`src/rtl/pipe_ctrl_unit.sv`:
```
// Pipelined control unit: decodes ID, carries control through EX/MEM/WB,
// detects load-use stalls and resolves beq in MEM with a flush.
module pipe_ctrl_unit #(
  parameter int REG_AW   = 5,
  parameter bit EN_ITYPE = 1'b1,
  parameter int STALL_CW = 8
) (
  input  logic              clk,
  input  logic              rst,
  input  logic              id_valid,
  input  logic [6:0]        id_opcode,
  input  logic [REG_AW-1:0] id_rs1,
  input  logic [REG_AW-1:0] id_rs2,
  input  logic [REG_AW-1:0] id_rd,
  input  logic              mem_zero,
  output logic              pc_write,
  output logic              if_id_write,
  output logic              if_id_flush,
  output logic              pc_src,
  output logic              ex_alu_src,
  output logic [1:0]        ex_alu_op,
  output logic              mem_read,
  output logic              mem_write,
  output logic              mem_branch,
  output logic              wb_reg_write,
  output logic              wb_mem_to_reg,
  output logic [REG_AW-1:0] ex_rd,
  output logic [REG_AW-1:0] mem_rd,
  output logic [REG_AW-1:0] wb_rd,
  output logic              illegal_op,
  output logic [STALL_CW-1:0] stall_cnt
);

  typedef struct packed {
    logic       alu_src;
    logic [1:0] alu_op;
    logic       mr;
    logic       mw;
    logic       br;
    logic       rw;
    logic       m2r;
  } ctrl_t;

  ctrl_t dec;
  ctrl_t ex_q;
  logic  use1, use2, ill;
  logic  is_r, is_ld, is_sd, is_beq, is_i;
  logic  stall, flush;
  logic  mem_rw, mem_m2r;

  // ID-stage decode of the opcode into the control bundle
  always_comb begin
    dec    = '0;
    use1   = 1'b0;
    use2   = 1'b0;
    ill    = 1'b0;
    is_r   = id_opcode == 7'b0110011;
    is_ld  = id_opcode == 7'b0000011;
    is_sd  = id_opcode == 7'b0100011;
    is_beq = id_opcode == 7'b1100011;
    is_i   = EN_ITYPE && (id_opcode == 7'b0010011);
    if (id_valid) begin
      unique case (1'b1)
        is_r: begin
          dec.alu_op = 2'b10;
          dec.rw     = 1'b1;
          use1       = 1'b1;
          use2       = 1'b1;
        end
        is_ld: begin
          dec.alu_src = 1'b1;
          dec.m2r     = 1'b1;
          dec.rw      = 1'b1;
          dec.mr      = 1'b1;
          use1        = 1'b1;
        end
        is_sd: begin
          dec.alu_src = 1'b1;
          dec.mw      = 1'b1;
          use1        = 1'b1;
          use2        = 1'b1;
        end
        is_beq: begin
          dec.br     = 1'b1;
          dec.alu_op = 2'b01;
          use1       = 1'b1;
          use2       = 1'b1;
        end
        is_i: begin
          dec.alu_src = 1'b1;
          dec.rw      = 1'b1;
          dec.alu_op  = 2'b11;
          use1        = 1'b1;
        end
        default: ill = 1'b1;
      endcase
    end
  end

  // Hazard detection and fetch-side control; a taken branch overrides a stall
  always_comb begin
    flush = mem_branch & mem_zero;
    stall = ex_q.mr && (ex_rd != '0) &&
            ((use1 && (ex_rd == id_rs1)) ||
             (use2 && (ex_rd == id_rs2)));
    pc_src      = flush;
    if_id_flush = flush;
    pc_write    = flush | ~stall;
    if_id_write = flush | ~stall;
  end

  // ID/EX register: decode, bubble on stall, cleared on flush
  always_ff @(posedge clk) begin
    if (rst || flush || stall) begin
      ex_q       <= '0;
      ex_rd      <= '0;
      illegal_op <= 1'b0;
    end else begin
      ex_q       <= dec;
      ex_rd      <= id_valid ? id_rd : '0;
      illegal_op <= ill;
    end
  end

  // EX/MEM register: cleared on flush, otherwise follows ID/EX
  always_ff @(posedge clk) begin
    if (rst || flush) begin
      mem_read   <= 1'b0;
      mem_write  <= 1'b0;
      mem_branch <= 1'b0;
      mem_rw     <= 1'b0;
      mem_m2r    <= 1'b0;
      mem_rd     <= '0;
    end else begin
      mem_read   <= ex_q.mr;
      mem_write  <= ex_q.mw;
      mem_branch <= ex_q.br;
      mem_rw     <= ex_q.rw;
      mem_m2r    <= ex_q.m2r;
      mem_rd     <= ex_rd;
    end
  end

  // MEM/WB register: always advances, the branch itself leaves MEM normally
  always_ff @(posedge clk) begin
    if (rst) begin
      wb_reg_write  <= 1'b0;
      wb_mem_to_reg <= 1'b0;
      wb_rd         <= '0;
    end else begin
      wb_reg_write  <= mem_rw;
      wb_mem_to_reg <= mem_m2r;
      wb_rd         <= mem_rd;
    end
  end

  // Saturating count of cycles lost to load-use stalls
  always_ff @(posedge clk) begin
    if (rst) begin
      stall_cnt <= '0;
    end else if (stall && !flush && (stall_cnt != '1)) begin
      stall_cnt <= stall_cnt + 1'b1;
    end
  end

  assign ex_alu_src = ex_q.alu_src;
  assign ex_alu_op  = ex_q.alu_op;

endmodule

```
`config.mk`:
```
export PLATFORM = sky130hd
export DESIGN_NAME = pipe_ctrl_unit
export DESIGN_NICKNAME = d
export VERILOG_FILES = /design/src/rtl/pipe_ctrl_unit.sv
export SDC_FILE = /design/constraint.sdc
export NUM_CORES = 1
export LEC_CHECK = 0
export BUFFER_PORTS_ARGS = -buffer_cell sky130_fd_sc_hd__buf_4
export CAP_MARGIN = 40
export CORE_MARGIN = 3
export CORE_UTILIZATION = 42
export CTS_BUF_LIST = sky130_fd_sc_hd__clkbuf_16
export DETAILED_ROUTE_END_ITERATION = 16
export PLACE_DENSITY_LB_ADDON = 0.25
export SLEW_MARGIN = 20
export SYNTH_ARGS = -nofsm -noshare
export SYNTH_HDL_FRONTEND = slang
export SYNTH_SLANG_ARGS = --single-unit
```
`constraint.sdc`:
```
create_clock -name clk -period 1.8 [get_ports clk]
set_input_delay 0.36 -clock clk [delete_from_list [all_inputs] [get_ports clk]]
set_output_delay 0.36 -clock clk [all_outputs]
set_load 0.1 [all_outputs]
```
# ---- Word-level counts from Yosys, hierarchy flattened
# Index checks and enable logic that the tools add are counted.
# W data, S select, Z words.
dict set report word_totals {
  ramBits 0
  mem_count 0
  output_inout_bits 36
  latch_bits 0
  mem_bits_ro 0
  register_bits 37
}
dict set report op_classes {
  mul 0
  order_cmp 0
  mux 11
  add_sub_neg 1
  bitwise_logic 4
  shift 0
  n_eq_ne 8
  reduce_logical 16
  div_mod_pow 0
}
# cell n
set ops {}
lappend ops {{$eq A7 B6 Y1 const B} 2}
lappend ops {{$eq A5 B5 Y1} 2}
lappend ops {{$mux W1} 10}
lappend ops {{$reduce_or A3 Y1} 3}
lappend ops {{$add A8 B1 Y8 const B} 1}
lappend ops {{$ne A8 B8 Y1 const B} 1}
lappend ops {{$eq A7 B2 Y1 const B} 1}
lappend ops {{$eq A7 B5 Y1 const B} 1}
lappend ops {{$eq A7 B7 Y1 const B} 1}
lappend ops {{$logic_and A1 B1 Y1} 6}
lappend ops {{$pmux W2 S3} 1}
lappend ops {{$reduce_bool A5 Y1} 1}
lappend ops {{$reduce_or A5 Y1} 1}
lappend ops {{$logic_or A1 B1 Y1} 3}
lappend ops {{$not A1 Y1} 2}
lappend ops {{$reduce_or A2 Y1} 1}
lappend ops {{$and A1 B1 Y1} 1}
lappend ops {{$logic_not A1 Y1} 1}
lappend ops {{$or A1 B1 Y1} 1}

# ---- Depth between registers and ports, before layout
# Gate-level depths: netlist of run 1.
dict set report logic_depth {
  depth_word 9
  ltp_mapped 7
}

# ---- Least setup slack after synthesis of run 1
# OpenSTA, ideal clock, no wires.
dict set report synth_path {
  kind {flip-flop to output port}
  start {register ex_rd[0]}
  end {output pc_write}
  arrival_ns 3.021
  stages_incl_launch_ff 8
  n_path_buf 2
  setup_slack_ns -1.581
  cell_sequence {dfxtp_1 xnor2_1 nand4_1 a2bb2oi_1 buf_4 nor3_1 inv_1 buf_4}
}
dict set report synth_between {
  elab_chain_cells 6
  elab_cells_between_ends 10
}
# element line
set synth_rtl {}
lappend synth_rtl {{from (decl)} 27} ;# output logic [REG_AW-1:0] ex_rd,
lappend synth_rtl {{from (signal assigned)} 120} ;# ex_rd <= id_valid ? id_rd : '0;
lappend synth_rtl {{$eq A5 B5 Y1 (on tied branches)} {104, 105}}
lappend synth_rtl {{$logic_and A1 B1 Y1 (on tied branches)} {104, 105}}
lappend synth_rtl {{$logic_or A1 B1 Y1} 104} ;# ((use1 && (ex_rd == id_rs1)) ||
lappend synth_rtl {{$logic_and A1 B1 Y1 (*)} 103} ;# stall = ex_q.mr && (ex_rd != '0) &&
lappend synth_rtl {{$not A1 Y1 (*)} -}
lappend synth_rtl {{$or A1 B1 Y1 (*)} -}
lappend synth_rtl {{to (decl)} 16} ;# output logic pc_write,
# Mark *: on every way between the ends. The rest lies on a longest branch, timed or not.

# ---- Worst setup path after layout of run 1
dict set report layout_path {
  start {register ex_rd[2]}
  end {output pc_write}
}
dict set report layout_between {
  elab_chain_cells 6
  elab_cells_between_ends 10
}
# element line
set layout_rtl {}
lappend layout_rtl {{$eq A5 B5 Y1 (on tied branches)} {104, 105}}
lappend layout_rtl {{$logic_and A1 B1 Y1 (on tied branches)} {104, 105}}
lappend layout_rtl {{$logic_or A1 B1 Y1} 104}
lappend layout_rtl {{$logic_and A1 B1 Y1 (*)} 103}
lappend layout_rtl {{$not A1 Y1 (*)} 108} ;# pc_write = flush | ~stall;
lappend layout_rtl {{$or A1 B1 Y1 (*)} 108}
# Marked as above.

==> impl_metrics.py, run 1 <==
metrics = {
    "detailed_routing": {
        "drtPass1Iterations": 4,
        "routed_wl_um": 3790,
        "ant_nets": 0,
        "routedWlPerCell_um": 13.3,
        "vias_per_cell": 4.90,
        "vias": 1391,
        "drt_iter0_drc": 78,
        "drc": 0,
    },
    "global_route": {
        "antenna_found_initial": 0,
        "grt_pass1_vias": 1377,
        "grt_overflow": 0,
        "grt_pass1_wl_um": 5960,
        "grt_util_all_layers_pct": 18.4,
        "grt_max_degree": 18,
    },
    "sta": {
        "layout_setup_ws_ns": -0.354,
        "timing.slew.headroom_pct": 78.3,
        "finalCriticalPeriod_ns": 2.15,
        "worst_pin_slew_ns": 0.325,
        "fmax_mhz": 464,
        "final.setup_skew_ns": 0.00325,
        "post-route-period-util_pct": 120,
        "hold_violations": 0,
        "setup_violations": 16,
        "slew_viol_final": 0,
        "final.setup.tns_ns": -1.80,
        "grt_setup_unrepaired": "yes",
        "hold-worst-slack_ns": 0.285,
    },
    "synth": {
        "ys_warn_count": 0,
        "ys_seq_area_share_pct": 49.6,
        "synth_area_leader_cell": "dfxtp_1",
        "yosysTopAreaCellShare_pct": 49.6,
        "synth-seq-cells": 37,
        "syn_nets": 181,
        "synth.area.top_cells": "dfxtp_1 (50%), and2_1 (5.9%), nor2b_1 (3.8%)",
        "syn_inst": 154,
        "synth.most_common_cell": "dfxtp_1",
        "syn_avg_cell_area_um2": 9.69,
        "synth.distinct_cells": 36,
        "synth_flop_cell": "dfxtp_1",
        "synth_edf_count": 0,
        "syn_area_um2": 1490,
        "async_flop_share_pct": 0,
        "ys_top_cells_by_count": "dfxtp_1 (37), and2_1 (14), nor2_1 (11), a21oi_1 (9), nor2b_1 (9)",
    },
    "worst_setup_path": {
        "r2r_cells": 7,
        "cp-end-kind": "primary output",
        "cp_data_required_time_ns": 1.44,
        "critPathKind": "reg -> out",
        "worstPathArrival_ns": 1.79,
        "critPathMaxFanout": 3,
        "crit_path_start_kind": "flop",
    },
    "power": {
        "p_leak_nw": 1.07,
        "ir_worst_vdd_v": 0.000550,
        "power_mw": 1.89,
        "power.density_nw_per_um2": 761,
    },
    "floorplanning": {
        "start_util_pct": 44.0,
        "core_area_um2": 3390,
        "dieHeight_um": 65.6,
        "die_area_um2": 4310,
        "rows": 21,
        "die_w_um": 65.6,
        "pin_count": 62,
    },
    "place": {
        "gp_congestion": 0.765,
        "portBuffers": 61,
        "dp_slack_ns": -0.231,
        "dp_hpwl_um": 2700,
    },
    "clocking": {
        "clock_latency_ns": 0.28,
        "holdBufCountCts": 0,
        "clk_pin_slew_worst_paths_ns": 0.05,
        "cts_tree": "built",
        "cts_buffers": 5,
        "cts_sinks": 37,
        "cts-root-buf": "clkbuf_16",
        "clockBufferDepth": 2,
        "htreeDepth": 2,
    },
    "layout": {
        "largest_reg_flops": 8,
        "syn_to_final_growth_pct": 66.7,
        "regMostFlops": "stall_cnt",
        "antennaDiodeCount": 0,
        "fin_util_pct": 73.4,
        "layout-drive-gt1-share_pct": 56.3,
        "fin_nets": 264,
    },
    "worst_hold_path": {
        "whs_path_depth": 2,
        "hp-class": "in -> reg",
    },
    "status": {
        "violations": "negative setup slack",
        "status": "finished with violations",
    },
    "job": {
        "maxCapViolCount": 0,
    },
}
## critical path: stages, from the launching register on
cell	delay, ns
dfxtp_4	0.35
or4_4	0.53
o211ai_4	0.21
nor3_4	0.07
bufinv_8	0.19
buf_12	0.16
## kinds of logic after synthesis
family / synth area share, %
adders and majority gates: 0.838
xor gates and xnor gates: 5.87
DFF: 49.6
buffers and inverters: 5.53
and+or+nand+nor: 26.8
AOI/OAI and AO/OA: 10.6
muxes: 0.754
## metrics by stage
step	instances	area (um^2)
2_1_floorplan	154	1600
3_3_place_gp	270	2160
3_5_place_dp	270	2160
4_1_cts	280	2380
5_1_grt	284	2490
6_report	284	2490
## repair_timing
item | CTS | global route
pin swaps | 9 | 14
endpoints found under the setup margin | 7 | 23
endpoints found under the hold margin | 0 | 0
buffers inserted | 2 | 4
resized for setup | 13 | 18
## layout by cell type, fill, tap and decap left out, types with 5 or more instances in the layout
cell type	netlist	routed
nor2b_1	9	9
nand3_1	6	6
nand2_1	7	6
and2_1	14	11
clkbuf_16	0	5
nor2_1	11	10
nor3_1	7	5
buf_4	5	77
dfxtp_2	0	5
dfxtp_1	37	23
dfxtp_4	0	9
a21oi_1	9	6
## final timing paths
check | to | slack [ns] | start
worst max-delay path | pc_write | -0.35 | ex_rd[2]
worst min-delay path | ex_rd[4] | 0.29 | id_rd[4]
worst max register to register | stall_cnt[3] | -0.17 | ex_rd[4]
worst min register to register | mem_branch | 0.42 | ex_q[2]
## power by group
part	leakage [nW]	total (mW)	switching, mW	internal (mW)
sequential	0.309	0.829	0.00843	0.821
combinational	0.697	0.262	0.153	0.108
clock	0.0687	0.802	0.303	0.499
## area by class of cell
cell class | count | area (um^2)
fill | 248 | 901
multi-input combinational | 104 | 793
sequential | 37 | 781
timing repair buffer | 84 | 683
clock buffer | 5 | 125
tap | 46 | 57.6
inverter | 5 | 36.3
clock inverter | 3 | 12.5
## routing by layer
layer  up-vias  GRT usage, %  part of all wire [%]
met1       653          19.1                    38
met4         0          7.77                   1.5
li1        690             -                     -
met5         -             0                     0
met2        43          33.4                    53
met3         5          6.15                   6.5
Note: power is estimated with default switching activity, not from simulation.
==> run 2: changes to the inputs <==
--- a/config.mk
+++ b/config.mk
@@ -7,11 +7,11 @@
 export LEC_CHECK = 0
 export BUFFER_PORTS_ARGS = -buffer_cell sky130_fd_sc_hd__buf_4
 export CAP_MARGIN = 40
-export CORE_MARGIN = 3
+export CORE_ASPECT_RATIO = 1.5
 export CORE_UTILIZATION = 42
 export CTS_BUF_LIST = sky130_fd_sc_hd__clkbuf_16
 export DETAILED_ROUTE_END_ITERATION = 16
-export PLACE_DENSITY_LB_ADDON = 0.25
+export PLACE_DENSITY = 0.76
 export SLEW_MARGIN = 20
 export SYNTH_ARGS = -nofsm -noshare
 export SYNTH_HDL_FRONTEND = slang
==> run 2 against run 1 <==
Compared with the run above:
- the flow still finishes with violations (negative setup slack)
- sequential share of layout area increased by 0.46 points
- via count increased by 3.0%
- flip-flop and latch count unchanged
- fmax decreased by 1.5%
- count of clock-buffer cells in the layout increased by 1
- register-to-register slack about the same
- first-iteration DRC count decreased by 62%
- utilization decreased by 0.94 points
- largest power group is now clock
==> impl_metrics.py, run 2 (same netlist as run 1, synthesis figures left out) <==
metrics = {
    "floorplanning": {
        "die_area_um2": 3800,
        "die_w_um": 50.7,
        "pin_count": 62,
        "core_area_um2": 3380,
        "start_util_pct": 44.1,
        "dieHeight_um": 75.0,
        "rows": 26,
    },
    "worst_setup_path": {
        "cp_data_required_time_ns": 1.44,
        "r2r-start": "ex_rd[2]",
        "worstPathBufferInverterCount": 2,
        "regToRegSetupSlack_ns": -0.16,
        "critPathTopFamily": "simple AND/OR/NAND/NOR gates",
        "crit_path_start_kind": "flop",
        "worstPathArrival_ns": 1.83,
        "path_cells": "or4_4, o211ai_4, nor3_4, bufinv_8, buf_12",
        "critPathKind": "reg -> out",
        "r2r-end": "stall_cnt[4]",
        "critical-path-slowest-cell": "or4_4",
        "slowest_delay_ns": 0.56,
        "cp-end-kind": "primary output",
        "r2r_cells": 7,
        "critPathMaxFanout": 2,
    },
    "worst_hold_path": {
        "hp-class": "in -> reg",
        "whs_path_depth": 2,
        "hp-start": "id_rd[2]",
        "holdPathEnd": "ex_rd[2]",
    },
    "global_route": {
        "grt_pass1_vias": 1412,
        "grt_overflow": 0,
        "grt_max_degree": 18,
        "antenna_found_initial": 0,
        "grt_util_all_layers_pct": 21.6,
        "grt_pass1_wl_um": 5970,
    },
    "power": {
        "p_leak_nw": 1.07,
        "seqPwrFrac_pct": 41.5,
        "power.density_nw_per_um2": 815,
        "p_comb_share_pct": 12.6,
        "p_int_mw": 1.51,
        "p_sw_mw": 0.483,
        "ir_worst_vdd_v": 0.000812,
        "power.share.switching_pct": 24.2,
        "clock_power_share_pct": 45.9,
    },
    "detailed_routing": {
        "drc": 0,
        "ant_nets": 0,
        "vias_per_cell": 5.14,
        "routed_wl_um": 3920,
        "vias": 1433,
        "drt_iter0_drc": 30,
        "routedWlPerCell_um": 14.1,
        "drtPass1Iterations": 4,
    },
    "layout": {
        "regMostFlops": "stall_cnt",
        "final_common_cell": "buf_4",
        "fin_nets": 263,
        "largest_reg_flops": 8,
        "nFillCells": 250,
        "layout-drive-gt1-share_pct": 53.6,
        "antennaDiodeCount": 0,
        "layout_common_cells": "buf_4 (78), dfxtp_1 (23), and2_1 (14)",
        "layoutNonFillerInstCount": 279,
        "syn_to_final_growth_pct": 64.3,
    },
    "sta": {
        "hold-worst-slack_ns": 0.283,
        "worst_pin_slew_ns": 0.372,
        "final.setup_skew_ns": 0.00506,
        "hold_violations": 0,
        "layout_setup_ws_ns": -0.387,
        "slew_viol_final": 0,
        "timing.slew.headroom_pct": 75.1,
        "fmax_mhz": 457,
        "grt_setup_unrepaired": "yes",
        "finalCriticalPeriod_ns": 2.19,
        "post-route-period-util_pct": 122,
        "setup_violations": 21,
    },
    "status": {
        "violations": "negative setup slack",
        "status": "finished with violations",
    },
    "place": {
        "dp.cells": 266,
        "gp_congestion": 0.851,
        "dp_hpwl_um": 2840,
        "portBuffers": 61,
    },
    "clocking": {
        "clockBufferDepth": 2,
        "htreeDepth": 2,
        "clk_pin_slew_worst_paths_ns": 0.06,
        "cts-root-buf": "clkbuf_16",
        "clock_latency_ns": 0.28,
        "cts_sinks": 37,
        "cts_buffers": 5,
        "cts_tree": "built",
        "holdBufCountCts": 0,
    },
    "job": {
        "maxCapViolCount": 0,
    },
}
[run 2: per-stage QoR]
stage	utilization [%]	TNS [ns]	area (um^2)	setup slack (ns)	power, mW
6_report	72.5	-2.67	2450	-0.387	2.00
5_1_grt	72.5	-3.87	2450	-0.418	2.06
4_1_cts	71.1	-1.01	2410	-0.355	2.00
3_5_place_dp	63.7	-3.99	2160	-0.303	1.08
3_3_place_gp	63.7	-3.40	2160	-0.293	1.08
2_1_floorplan	-	-1.20	1600	-0.415	0.985
[run 2: routing by layer]
metal  vias up  track usage (%)  wire, um
met3        11             4.85       170
met5         -                0         0
met1       681             20.7      1340
met4         0             11.4       101
met2        47             42.2      2310
li1        694                -         -
[run 2: worst max-delay path by stage]
stage	start	to	slack, ns	cells after the start
CTS	ex_rd[3]	if_id_write	-0.36	5
detailed placement	id_rs1[4]	pc_write	-0.30	7
finish	ex_rd[3]	if_id_write	-0.39	5
global route	ex_rd[3]	if_id_write	-0.42	5
global placement	id_rs1[4]	pc_write	-0.29	7
floorplan	ex_rd[4]	pc_write	-0.42	5
[run 2: final cells by class]
cell class	instances	area, um^2	area share [%]
Tap cell	42	52.6	2.14
Multi-Input combinational cell	104	761	31.0
Inverter	5	36.3	1.48
Clock inverter	2	12.5	0.510
Timing Repair Buffer	83	659	26.9
Sequential cell	37	781	31.8
Clock buffer	6	150	6.12
[run 2: power groups by stage]
stage | logic (mW) | registers (mW) | clock network [mW]
2_1_floorplan | 0.0592 | 0.925 | 0
3_3_place_gp | 0.231 | 0.845 | 0
3_5_place_dp | 0.237 | 0.845 | 0
4_1_cts | 0.249 | 0.828 | 0.924
5_1_grt | 0.265 | 0.829 | 0.968
6_report | 0.252 | 0.828 | 0.917
[run 2: what timing repair did]
item | 4_1_cts | 5_1_grt
cloned | 0 | 0
setup buffers | 4 | 2
endpoints found under the setup margin | 7 | 21
hold endpoints to repair | 0 | 0
pin swaps | 9 | 4
gates resized for setup | 13 | 8
==> run 3: changes to the inputs <==
--- a/config.mk
+++ b/config.mk
@@ -8,10 +8,10 @@
 export BUFFER_PORTS_ARGS = -buffer_cell sky130_fd_sc_hd__buf_4
 export CAP_MARGIN = 40
 export CORE_ASPECT_RATIO = 1.5
-export CORE_UTILIZATION = 42
+export CORE_UTILIZATION = 48
 export CTS_BUF_LIST = sky130_fd_sc_hd__clkbuf_16
 export DETAILED_ROUTE_END_ITERATION = 16
-export PLACE_DENSITY = 0.76
+export PLACE_DENSITY = 0.82
 export SLEW_MARGIN = 20
 export SYNTH_ARGS = -nofsm -noshare
 export SYNTH_HDL_FRONTEND = slang
==> constraint.sdc (replaced) <==
create_clock -name clk -period 2.77 [get_ports clk]
set_input_delay 0.554 -clock clk [delete_from_list [all_inputs] [get_ports clk]]
set_output_delay 0.554 -clock clk [all_outputs]
set_load 0.1 [all_outputs]
==> run 3 against run 2 <==
Compared with the run above:
- the run now ends clean
- utilization fell by 0.16 points
- wire length fell by 12%
- flip-flop and latch count did not move
- largest cell class unchanged
- die area fell by 12%
- sequential share of layout area rose by 3.8 points
- total power fell by 35%
- first-iteration DRC count fell by 53%
- setup slack improved by 0.64 ns
- critical path depth did not move
- final area fell by 13%
- combinational power fell by 46%
- highest routed layer unchanged
==> impl_metrics.py, run 3 (same netlist as run 1, synthesis figures left out) <==
metrics = {
    "status": {
        "status": "finished, final reports clean",
    },
    "sta": {
        "grt_setup_unrepaired": "no",
        "final.setup.tns_ns": 0,
        "timing.slew.headroom_pct": 60.6,
        "hold_violations": 0,
        "final.setup_skew_ns": 0.00219,
        "slew_viol_final": 0,
        "finalCriticalPeriod_ns": 2.52,
        "worst_pin_slew_ns": 0.589,
        "layout_setup_ws_ns": 0.251,
        "fmax_mhz": 397,
        "post-route-period-util_pct": 90.9,
        "setup_violations": 0,
    },
    "detailed_routing": {
        "ant_nets": 0,
        "routed_wl_um": 3440,
        "vias": 1328,
        "routedWlPerCell_um": 13.5,
        "vias_per_cell": 5.21,
        "drc": 0,
        "drt_iter0_drc": 14,
        "drtPass1Iterations": 4,
    },
    "global_route": {
        "grt_util_all_layers_pct": 23.7,
        "antenna_found_initial": 0,
        "grt_overflow": 0,
        "grt_pass1_wl_um": 5710,
        "grt_pass1_vias": 1343,
        "grt_max_degree": 18,
    },
    "worst_setup_path": {
        "slowest_delay_ns": 0.60,
        "crit_path_start_kind": "flop",
        "worstPathArrival_ns": 1.96,
        "critical-path-slowest-cell": "or4_1",
        "cp.depth": 5,
        "cp_data_required_time_ns": 2.22,
        "worstPathBufferInverterCount": 2,
        "critPathTopFamily": "simple AND/OR/NAND/NOR gates",
        "r2r_cells": 6,
        "critPathMaxFanout": 6,
        "regToRegSetupSlack_ns": 0.81,
        "cp-end-kind": "primary output",
        "path_cells": "or4_1, o211ai_4, nor3_1, inv_2, buf_4",
        "critPathKind": "reg -> out",
    },
    "power": {
        "p_comb_share_pct": 10.3,
        "clock_power_share_pct": 48.0,
        "ir_worst_vdd_v": 0.000780,
        "power.share.switching_pct": 22.9,
        "p_int_mw": 1.01,
        "power.density_nw_per_um2": 614,
        "p_sw_mw": 0.300,
        "power_mw": 1.31,
        "p_leak_nw": 0.914,
        "seqPwrFrac_pct": 41.6,
    },
    "clocking": {
        "cts_setup_buffers": 0,
        "cts_tree": "built",
        "clk_pin_slew_worst_paths_ns": 0.05,
        "cts-root-buf": "clkbuf_16",
        "cts-resized-gates": 0,
        "holdBufCountCts": 0,
        "cts_sinks": 37,
        "clockBufferDepth": 2,
        "htreeDepth": 2,
        "cts_buffers": 5,
        "clock_latency_ns": 0.28,
    },
    "layout": {
        "nFillCells": 242,
        "layout_common_cells": "buf_4 (62), dfxtp_1 (32), and2_1 (14)",
        "largest_reg_flops": 8,
        "final_common_cell": "buf_4",
        "fin_nets": 242,
        "layout-drive-gt1-share_pct": 37.0,
        "syn_to_final_growth_pct": 42.6,
        "regMostFlops": "stall_cnt",
        "antennaDiodeCount": 0,
    },
    "floorplanning": {
        "core_area_um2": 2940,
        "start_util_pct": 50.7,
        "pin_count": 62,
        "die_w_um": 47.5,
        "dieHeight_um": 70.3,
        "die_area_um2": 3340,
        "rows": 24,
    },
    "place": {
        "dp_hpwl_um": 2600,
        "portBuffers": 61,
        "dp_slack_ns": 0.329,
        "gp_congestion": 0.809,
    },
    "worst_hold_path": {
        "hp-class": "reg -> reg",
        "whs_path_depth": 1,
    },
    "job": {
        "maxCapViolCount": 0,
    },
}
run 3: changes by cell type in the layout (fill, tap and decap cells not counted), moves of 3 or more:
| cell | previous run | this run |
|---|---|---|
| buf_4 | 78 | 62 |
| dfxtp_2 | 5 | 0 |
| xnor2_1 | 2 | 5 |
| dfxtp_4 | 9 | 5 |
| dfxtp_1 | 23 | 32 |
| buf_6 | 3 | 0 |
| xnor2_2 | 3 | 0 |
run 3: layer usage:
layer  GRT usage, %  vias to the layer above  wire [um]
met1           22.4                      604       1150
met4           9.88                        0         78
li1               -                      649          -
met2           43.4                       67       1980
met3           6.72                        8        225
met5              0                        -          0
run 3: final timing paths:
| path | endpoint | start |
|---|---|---|
| worst max-delay path | pc_write | ex_rd[1] |
| worst min-delay path | mem_rw | ex_q[1] |
| worst max register to register | stall_cnt[5] | stall_cnt[0] |
| worst min register to register | mem_rw | ex_q[1] |
run 3: through the flow:
step / std cells / hold WS [ns] / utilization (%) / area, um^2
after global placement: 247 / 0.411 / 66.7 / 1960
after floorplan: 154 / 0.406 / - / 1510
after detailed placement: 247 / 0.413 / 66.7 / 1960
final: 255 / 0.432 / 72.3 / 2130
after CTS: 255 / 0.435 / 72.3 / 2130
after global routing: 255 / 0.451 / 72.3 / 2130
run 3: area by class of cell:
cell class	instances	area, um^2	share of cell area (%)
sequential	37	759	35.7
multi-input combinational	104	669	31.5
timing repair buffer	62	465	21.9
clock buffer	5	125	5.88
tap	39	48.8	2.29
clock inverter	3	41.3	1.94
inverter	5	18.8	0.882
run 3: power groups by stage:
| stage | Clock (mW) | Sequential (mW) | Combinational, mW |
|---|---|---|---|
| finish | 0.627 | 0.544 | 0.135 |
| floorplan | 0 | 0.605 | 0.0347 |
| CTS | 0.636 | 0.544 | 0.136 |
| global placement | 0 | 0.555 | 0.132 |
| global route | 0.659 | 0.545 | 0.143 |
| detailed placement | 0 | 0.556 | 0.135 |
